## src/rtl/ram_1port_resp.sv

```systemverilog
// Single-port RAM responder: self-clears on reset, then services reads and writes.
// Also counts accepted accesses and flags out-of-range addresses (sticky).
module ram_1port_resp #(
    parameter int ADDR_W     = 5,
    parameter int DATA_W     = 8,
    parameter int DEPTH      = 32,
    parameter int RD_LATENCY = 1
) (
    input  logic              clk,
    input  logic              rst,
    input  logic [ADDR_W-1:0] address,
    input  logic [DATA_W-1:0] data,
    input  logic              wren,
    input  logic              rden,
    output logic [DATA_W-1:0] q,
    output logic              q_valid,
    output logic              busy,
    output logic [15:0]       wr_cnt,
    output logic [15:0]       rd_cnt,
    output logic              addr_err
);

    localparam int STAGES = RD_LATENCY;

    typedef enum logic {S_INIT, S_READY} state_t;

    state_t              state_q, state_d;
    logic [ADDR_W-1:0]   ptr_q, ptr_d;
    logic [DATA_W-1:0]   mem [DEPTH];

    logic                ready, legal, wr_go, rd_go, err_hit;
    logic [DATA_W-1:0]   rd_dat;

    logic [STAGES:0]              vld_pipe;
    logic [STAGES:0][DATA_W-1:0]  dat_pipe;

    logic [15:0]         wr_cnt_q, rd_cnt_q;
    logic                addr_err_q;

    // Clear sequencer
    always_ff @(posedge clk) begin
        if (rst) begin
            state_q <= S_INIT;
            ptr_q   <= '0;
        end else begin
            state_q <= state_d;
            ptr_q   <= ptr_d;
        end
    end

    always_comb begin
        state_d = state_q;
        ptr_d   = ptr_q;
        if (state_q == S_INIT) begin
            ptr_d = ptr_q + ADDR_W'(1);
            if (ptr_q == ADDR_W'(DEPTH - 1)) begin
                state_d = S_READY;
                ptr_d   = '0;
            end
        end
    end

    assign ready   = (state_q == S_READY);
    assign legal   = {1'b0, address} < (ADDR_W + 1)'(DEPTH);
    assign wr_go   = ready & wren & legal;
    assign rd_go   = ready & rden;
    assign err_hit = ready & (wren | rden) & ~legal;

    // Same-cycle write wins over stored data; illegal reads return zero.
    always_comb begin
        rd_dat = '0;
        if (legal)
            rd_dat = wren ? data : mem[address];
    end

    always_ff @(posedge clk) begin
        if (!rst) begin
            if (state_q == S_INIT)
                mem[ptr_q] <= '0;
            else if (wr_go)
                mem[address] <= data;
        end
    end

    // Read pipeline: stage 0 captures at the sampling edge, each later stage adds a clock.
    // Data stages only advance on valid so q holds its last value between reads.
    always_ff @(posedge clk) begin
        if (rst) begin
            vld_pipe <= '0;
            dat_pipe <= '0;
        end else begin
            vld_pipe <= {vld_pipe[STAGES-1:0], rd_go};
            if (rd_go)
                dat_pipe[0] <= rd_dat;
            for (int s = 1; s <= STAGES; s++) begin
                if (vld_pipe[s-1])
                    dat_pipe[s] <= dat_pipe[s-1];
            end
        end
    end

    always_ff @(posedge clk) begin
        if (rst) begin
            wr_cnt_q   <= '0;
            rd_cnt_q   <= '0;
            addr_err_q <= 1'b0;
        end else begin
            if (wr_go && wr_cnt_q != 16'hFFFF)
                wr_cnt_q <= wr_cnt_q + 16'd1;
            if (rd_go && legal && rd_cnt_q != 16'hFFFF)
                rd_cnt_q <= rd_cnt_q + 16'd1;
            if (err_hit)
                addr_err_q <= 1'b1;
        end
    end

    assign q        = dat_pipe[STAGES];
    assign q_valid  = vld_pipe[STAGES];
    assign busy     = ~ready;
    assign wr_cnt   = wr_cnt_q;
    assign rd_cnt   = rd_cnt_q;
    assign addr_err = addr_err_q;

endmodule

```

## config.mk

```make
export PLATFORM = sky130hd
export DESIGN_NAME = ram_1port_resp
export DESIGN_NICKNAME = d
export VERILOG_FILES = /design/src/rtl/ram_1port_resp.sv
export SDC_FILE = /design/constraint.sdc
export NUM_CORES = 1
export LEC_CHECK = 0
export CORE_MARGIN = 10
export CORE_UTILIZATION = 49
export CTS_BUF_LIST = sky130_fd_sc_hd__clkbuf_16
export CTS_CLUSTER_SIZE = 28
export DETAILED_ROUTE_END_ITERATION = 10
export PLACE_DENSITY = 0.77
export SLEW_MARGIN = 25
export SYNTH_ARGS = -nofsm -noshare
export SYNTH_HDL_FRONTEND = slang
export SYNTH_SLANG_ARGS = --single-unit
```

## constraint.sdc

```tcl
create_clock -name clk -period 7.1 [get_ports clk]
set_clock_uncertainty 0.2 [all_clocks]
set_input_delay 1.42 -clock clk [delete_from_list [all_inputs] [get_ports clk]]
set_output_delay 1.42 -clock clk [all_outputs]
set_load 0.005 [all_outputs]
```

Word level (Yosys, flattened, before mapping) --
Memories as Yosys holds them, arrays and structs flattened. A register that Yosys moved wholly into a read port is not among the register bits. Cells that the tools add are included.
Operators by class: $add $sub $neg 3, equality and inequality tests 3, multiplexer cells 13, bitwise gates (word level) 3, reduce and logical (&&, ||, !) cells 3
Operators with widths (number):
- $add A16 B1 Y16 const B | 2
- $ne A16 B16 Y1 const B | 2
- $mux W1 | 10
- $mux W5 | 2
- $mux W8 | 1
- $reduce_or A8 Y1 | 1
- $add A5 B1 Y5 const B | 1
- $eq A5 B5 Y1 const B | 1
- $and A1 B1 Y1 | 2
- $logic_and A1 B1 Y1 | 2
- $not A1 Y1 | 1
Storage, ports and cells: flip-flop bits (word level) 48, memory bits (writable) 256, word-level logic and storage cells 32, memories 1
Memory list:
- mem | words 32, bits a word 8, read ports 1, clocked after Yosys merged registers in 1, write ports 1, RTL line 29 | logic [DATA_W-1:0] mem [DEPTH];

Logic depth before layout (Yosys ltp) --
Gate-level depths: netlist (run 1).
word-level depth 7, mapped depth 8

Worst setup path before layout (run 1) --
OpenSTA, ideal clock, no wires.
path type input port to flip-flop, from input address[0], to memory mem[10][0], enable pin, library setup time 370 ps, arrival time 2697 ps, data required time 6530 ps, path slack 3832 ps, stages 7, cells stage by stage buf_6 > buf_12 > buf_12 > buf_6 > mux2i_1 > nand2_1 > nor2_1
Between the ends: longest elaborated chain between the ends 1
RTL lines:
- start, declared | RTL line 11 | input logic [ADDR_W-1:0] address,
- $mux W5 (no line)
- end, declared | RTL line 29
Every way passes these cells.

Worst setup path in the final report (run 1) --
from input address[2], to memory mem[23][3], enable pin
Same word-level chain as after synthesis.

==> run_results.csv, run 1 <==
group,metric,value,unit
place,gp_congestion,0.908,
cts,clkSinkCount,312,
power_and_ir_drop,p_clk_frac,0.450,
power_and_ir_drop,p_sw_frac,0.203,
cts,clk-insertion-delay-late,0.56,ns
cells_and_area,areaGrowthSynthToFinish,13.0,%
die,core_area,26200,um^2
critical_path,crit_buf_inv,2,
yosys,synth_area_leaders,"edfxtp_1, dfxtp_1, mux4_1",
yosys,postSynthAreaPerCell,15.7,um^2
timing,max_freq,231,MHz
power_and_ir_drop,internal_power,3040,uW
routing,dr.pass1.iters,6,
timing,relSlewSlack,0.370,
die,die-area,33800,um^2
routing,drc_errors,0,
grt,grt-ovfl-total,0,
timing,drv_slew,0,
timing,finalSetupViolations,0,
routing,totalWireLength,29.5,mm
critical_path,required,7.10,ns
cells_and_area,drive_above_1_share,0.110,
critical_path,worst_path_dominant_cell_family,"buffers and inverters",
grt,track_usage,0.171,
power_and_ir_drop,power_density,257,nW/um^2
routing,drt-wirelength-per-cell,23.6,um
yosys,ys_ff_latch,312,
yosys,synth.net_count,857,
cts,root_buffer,"clkbuf_16",
cts,cts_tree,"done",
timing,period_share,0.609,
timing,rsz0062_at_grt,"no",
power_and_ir_drop,ir_worst_vdd,0.169,mV
timing,fin_crit,4.32,ns
routing,vias,7494,
cts,ctsHoldBuffers,0,
yosys,synthTopCellsByCount,"edfxtp_1, nor2_1, nand2_1",
place,pre_cts_ws,2.32,ns
cts,cts_resized,0,
grt,grt_first_pass_wirelength,44.5,mm
critical_path,path_class,"primary input to flop",
critical_path,cp_max_fo,23,
place,dp_hpwl,19.2,mm
cts,cts.reportedPaths.clkPinSlew,0.06,ns
yosys,yosysWarnings,0,
yosys,yosysMostFrequentCell,"edfxtp_1",
yosys,synth_top_area_frac,0.584,
power_and_ir_drop,p_comb_frac,0.034,
routing,drt-initial-drc-count,915,
critical_path,slowest_stage,"clkdlybuf4s50_1",
die,initial_core_util,0.502,
cts,post_cts_buffers,0,
timing,setup_ws,2.78,ns
die,num_rows,59,
die,die_x,184,um
yosys,synthDistinctLibCells,58,
min_path,hp-class,"flop to flop",
grt,grt_pass1_vias,7265,
yosys,synthFlopType,"edfxtp_1",
die,pin_count,60,
place,numPortBuffers,58,
yosys,yosysSeqAreaShare,0.669,
critical_path,cp_cell_sequence,"clkdlybuf4s50_1 > inv_1 > o31ai_1 > nand2_1 > nor2_1",
grt,antenna_found_initial,1,
critical_path,slowest_delay,1.01,ns
timing,fin_setup_tns,0,ns
outcome,status,"finished clean",
cells_and_area,nets,910,
critical_path,worstSetupStartpointType,"primary input",
critical_path,crit_arrival,4.32,ns
run,cap_violations,0,
yosys,postSynthCellCount,836,
grt,grt_max_degree,61,
power_and_ir_drop,p_sw,773,uW
cells_and_area,fill_cells,1949,
routing,viasPerCell,6.00,
cts,clockBufferDepth,3,
yosys,synth_edf_count,256,
cts,h-tree-depth,1,
cts,cts_buffers,30,
yosys,syn-cell-area,13200,um^2
yosys,yosysTopAreaCell,"edfxtp_1",
critical_path,cp-end-kind,"flop",
yosys,async_flop_share,0,
power_and_ir_drop,p_seq_frac,0.515,
timing,worstMarginPinSlew,0.944,ns
timing,hold_violations,0,
power_and_ir_drop,cellLeakagePower,0.00549,uW
die,die_y,184,um
routing,ant_nets,0,
placed cells by master (no fill, tap or decap), types with 4 or more instances in the layout:
cell type	instances
clkdlybuf4s50_1	55
mux4_1	34
nor2_1	92
ha_1	4
and4_1	4
clkinv_1	4
and3_1	9
o21ai_0	11
mux2_2	4
mux2i_1	61
a221oi_2	6
mux4_2	8
nand4_1	8
and2_1	12
bufinv_16	7
xnor2_1	8
o21ai_1	7
nand3_1	16
inv_1	4
nor4_1	4
o211ai_1	4
a21oi_1	22
buf_4	12
edfxtp_1	256
nand3b_1	5
nor3_1	7
xor2_1	18
dfxtp_1	56
clkbuf_16	30
a22oi_1	9
a221oi_1	4
nand2_1	65
clkinv_2	9
a311oi_2	5
state kept, by name, summed over array words and instances, names as in the netlist:
signal	flops
dat_pipe	8
ready	1
ptr_q	5
mem	256
vld_pipe	2
wr_cnt	16
rd_cnt	16
q	8
cell type report:
class                           count  area [um^2]  share of cell area
Sequential cell                   312         8810               0.592
Multi-Input combinational cell    471         3870               0.261
Clock buffer                       30          751              0.0505
Timing Repair Buffer               70          671              0.0451
Tap cell                          335          419              0.0282
Clock inverter                     26          328              0.0220
Inverter                            4         15.0             0.00101
Antenna cell                        1         2.50            0.000168
through the flow:
step	instances	utilization	area [um^2]	total power [uW]	hold slack, ns
5_1_grt	1248	0.567	14900	3920	0.325
4_1_cts	1248	0.567	14900	3840	0.298
3_5_place_dp	1192	0.526	13800	2130	0.288
6_report	1249	0.567	14900	3820	0.295
3_3_place_gp	1192	0.526	13800	2130	0.274
2_1_floorplan	836	-	13200	2110	0.262
kinds of logic (layout without fill, tap and decap cells):
| logic type | Yosys count | in the layout | synth area share |
|---|---|---|---|
| compound gates | 89 | 89 | 0.0518 |
| xor+xnor | 26 | 26 | 0.0173 |
| fa+ha+maj | 4 | 4 | 0.00380 |
| buf+inv | 53 | 130 | 0.0363 |
| flops | 312 | 312 | 0.669 |
| mux | 107 | 107 | 0.131 |
| other cells | 1 | 2 | 0.000285 |
| simple gates | 244 | 244 | 0.0896 |
power groups by stage:
stage,clock [uW],combinational [uW],sequential (uW)
finish,1720,130,1970
global route,1820,137,1970
CTS,1740,129,1970
detailed placement,0,128,2010
global placement,0,125,2010
floorplan,0,103,2000
worst min-delay path: cells and delay by family, from the launching register on:
family,cells,cell delay (ns)
DFF,1,0.32
and+or+nand+nor,1,0.07
muxes,1,0.07
layer usage:
layer	wire length, um	vias to the layer above	track usage
met5	0	-	0
met4	698	0	0.0433
met3	2930	56	0.0407
met2	13300	394	0.259
met1	12600	3681	0.243
li1	-	3363	-
final timing paths:
kind	cells past startpoint	slack (ns)	to	startpoint
max	5	2.78	mem[23][3]	address[2]
max reg2reg	4	3.98	mem[2][5]	ready
min	2	0.30	q[7]	q[7]
min reg2reg	2	0.30	q[7]	q[7]
No activity file was read; power rests on OpenSTA's default activity.
==> run 2: changes to the inputs <==
==> constraint.sdc (replaced) <==
create_clock -name clk -period 4.4 [get_ports clk]
set_clock_uncertainty 0.2 [all_clocks]
set_input_delay 0.88 -clock clk [delete_from_list [all_inputs] [get_ports clk]]
set_output_delay 0.88 -clock clk [all_outputs]
set_load 0.005 [all_outputs]
==> run_results.csv, run 2 (synthesized netlist as in run 1, its figures left out) <==
group,metric,value,unit
cells_and_area,mostFrequentLayoutCell,"edfxtp_1",
timing,max_freq,309,MHz
routing,viasPerCell,5.90,
timing,relSlewSlack,0.427,
die,die-area,33800,um^2
grt,grt-ovfl-total,0,
cts,cts_resized,0,
timing,finalSetupViolations,0,
power_and_ir_drop,cellLeakagePower,0.00556,uW
cts,root_buffer,"clkbuf_16",
cells_and_area,nets,932,
die,pin_count,60,
place,numPortBuffers,58,
cts,cts_tree,"done",
cells_and_area,largest_reg_flops,256,
routing,drt-initial-drc-count,1011,
cts,cts_buffers,31,
timing,hold_violations,0,
timing,rsz0062_at_grt,"no",
run,cap_violations,0,
routing,drt-wirelength-per-cell,22.8,um
critical_path,required,4.38,ns
cts,ctsHoldBuffers,0,
cells_and_area,drive_above_1_share,0.115,
place,dp_hpwl,19.1,mm
critical_path,ff2ff_path_depth,4,
routing,ant_nets,0,
critical_path,r2r_setup_slack,1.27,ns
timing,fin_crit,3.23,ns
min_path,hp-class,"flop to flop",
min_path,min_to,"q[4]",
timing,period_share,0.735,
cells_and_area,largest-register,"mem",
grt,antenna_found_initial,1,
critical_path,cp_max_fo,11,
cts,cts.reportedPaths.clkPinSlew,0.06,ns
critical_path,cp-end-kind,"flop",
power_and_ir_drop,power_density,389,nW/um^2
die,initial_core_util,0.502,
cts,h-tree-depth,1,
die,core_area,26200,um^2
critical_path,worst_r2r_startpoint,"ready",
routing,vias,7502,
outcome,status,"finished clean",
timing,worstMarginPinSlew,0.860,ns
routing,drc_errors,0,
power_and_ir_drop,ir_worst_vdd,0.235,mV
timing,fin_setup_tns,0,ns
critical_path,reg2reg_to,"mem[12][7]",
min_path,min_path_cells,2,
grt,grt_pass1_vias,7307,
die,die_y,184,um
timing,drv_slew,0,
critical_path,worstSetupStartpointType,"primary input",
place,dpl_cell_area,13900,um^2
grt,grt_first_pass_wirelength,44.2,mm
cells_and_area,final_area,14900,um^2
cells_and_area,layout_common_cells,"edfxtp_1, nor2_1, nand2_1, mux2i_1, dfxtp_1",
routing,totalWireLength,29.0,mm
die,num_rows,59,
cts,post_cts_buffers,0,
place,gp_congestion,0.880,
critical_path,crit_arrival,3.21,ns
grt,track_usage,0.169,
critical_path,path_class,"primary input to flop",
cells_and_area,areaGrowthSynthToFinish,12.9,%
cts,clockBufferDepth,3,
cts,clk-insertion-delay-late,0.56,ns
routing,dr.pass1.iters,8,
min_path,worst_hold_startpoint,"q[4]",
cts,clkSinkCount,312,
die,die_x,184,um
grt,grt_max_degree,61,
run 2: cell count changes in the layout (fill, tap and decap cells not counted), sizes merged:
| cell | change |
|---|---|
| clkinv | -5 |
| clkbuf | +1 |
| buf | +21 |
| inv | +12 |
| bufinv | -6 |
run 2: cell type report:
cell class              count  area, um^2
multi-input cells         471        3870
diodes                      1        2.50
clock buffers              31         776
repair buffers             91         816
well taps                 335         419
fillers                  1962       11300
inverters                   4        15.0
flip-flops and latches    312        8810
clock inverters            27         150
run 2: power breakdown:
part	total, uW	switching (uW)	internal [uW]
Clock	2400	1060	1330
Sequential	3180	7.80	3170
Combinational	212	128	84.2
run 2: metal layers:
metal  part of all wire  global-route usage  vias up
met4              0.022              0.0459        0
met3              0.092              0.0360       56
met5                  0                   0        -
met2               0.45               0.257      350
li1                   -                   -     3398
met1               0.44               0.239     3698
run 2: critical path: stages:
cell	delay (ns)
clkdlybuf4s50_1	0.51
nand3b_1	0.42
mux2i_1	0.53
nand2_1	0.23
nor2_1	0.64
run 2: worst max path at each step:
stage                            end        from  cells after the start  slack, ns
after floorplan           mem[10][0]  address[0]                      7       1.67
after global placement    mem[19][1]        wren                      7       0.80
after detailed placement  mem[31][2]        wren                      7       0.70
after CTS                 mem[12][5]        wren                      5       1.24
after global routing      mem[12][6]        wren                      5       1.03
final                     mem[12][7]        wren                      5       1.17
run 2: per-stage QoR:
stage	total power [uW]	hold WS (ns)	utilization	std cells	worst slack, ns
5_1_grt	5970	0.335	0.567	1271	1.03
2_1_floorplan	3400	0.262	-	836	1.67
3_3_place_gp	3440	0.278	0.532	1213	0.796
6_report	5780	0.305	0.567	1272	1.17
3_5_place_dp	3450	0.289	0.532	1213	0.704
4_1_cts	5810	0.304	0.567	1271	1.24
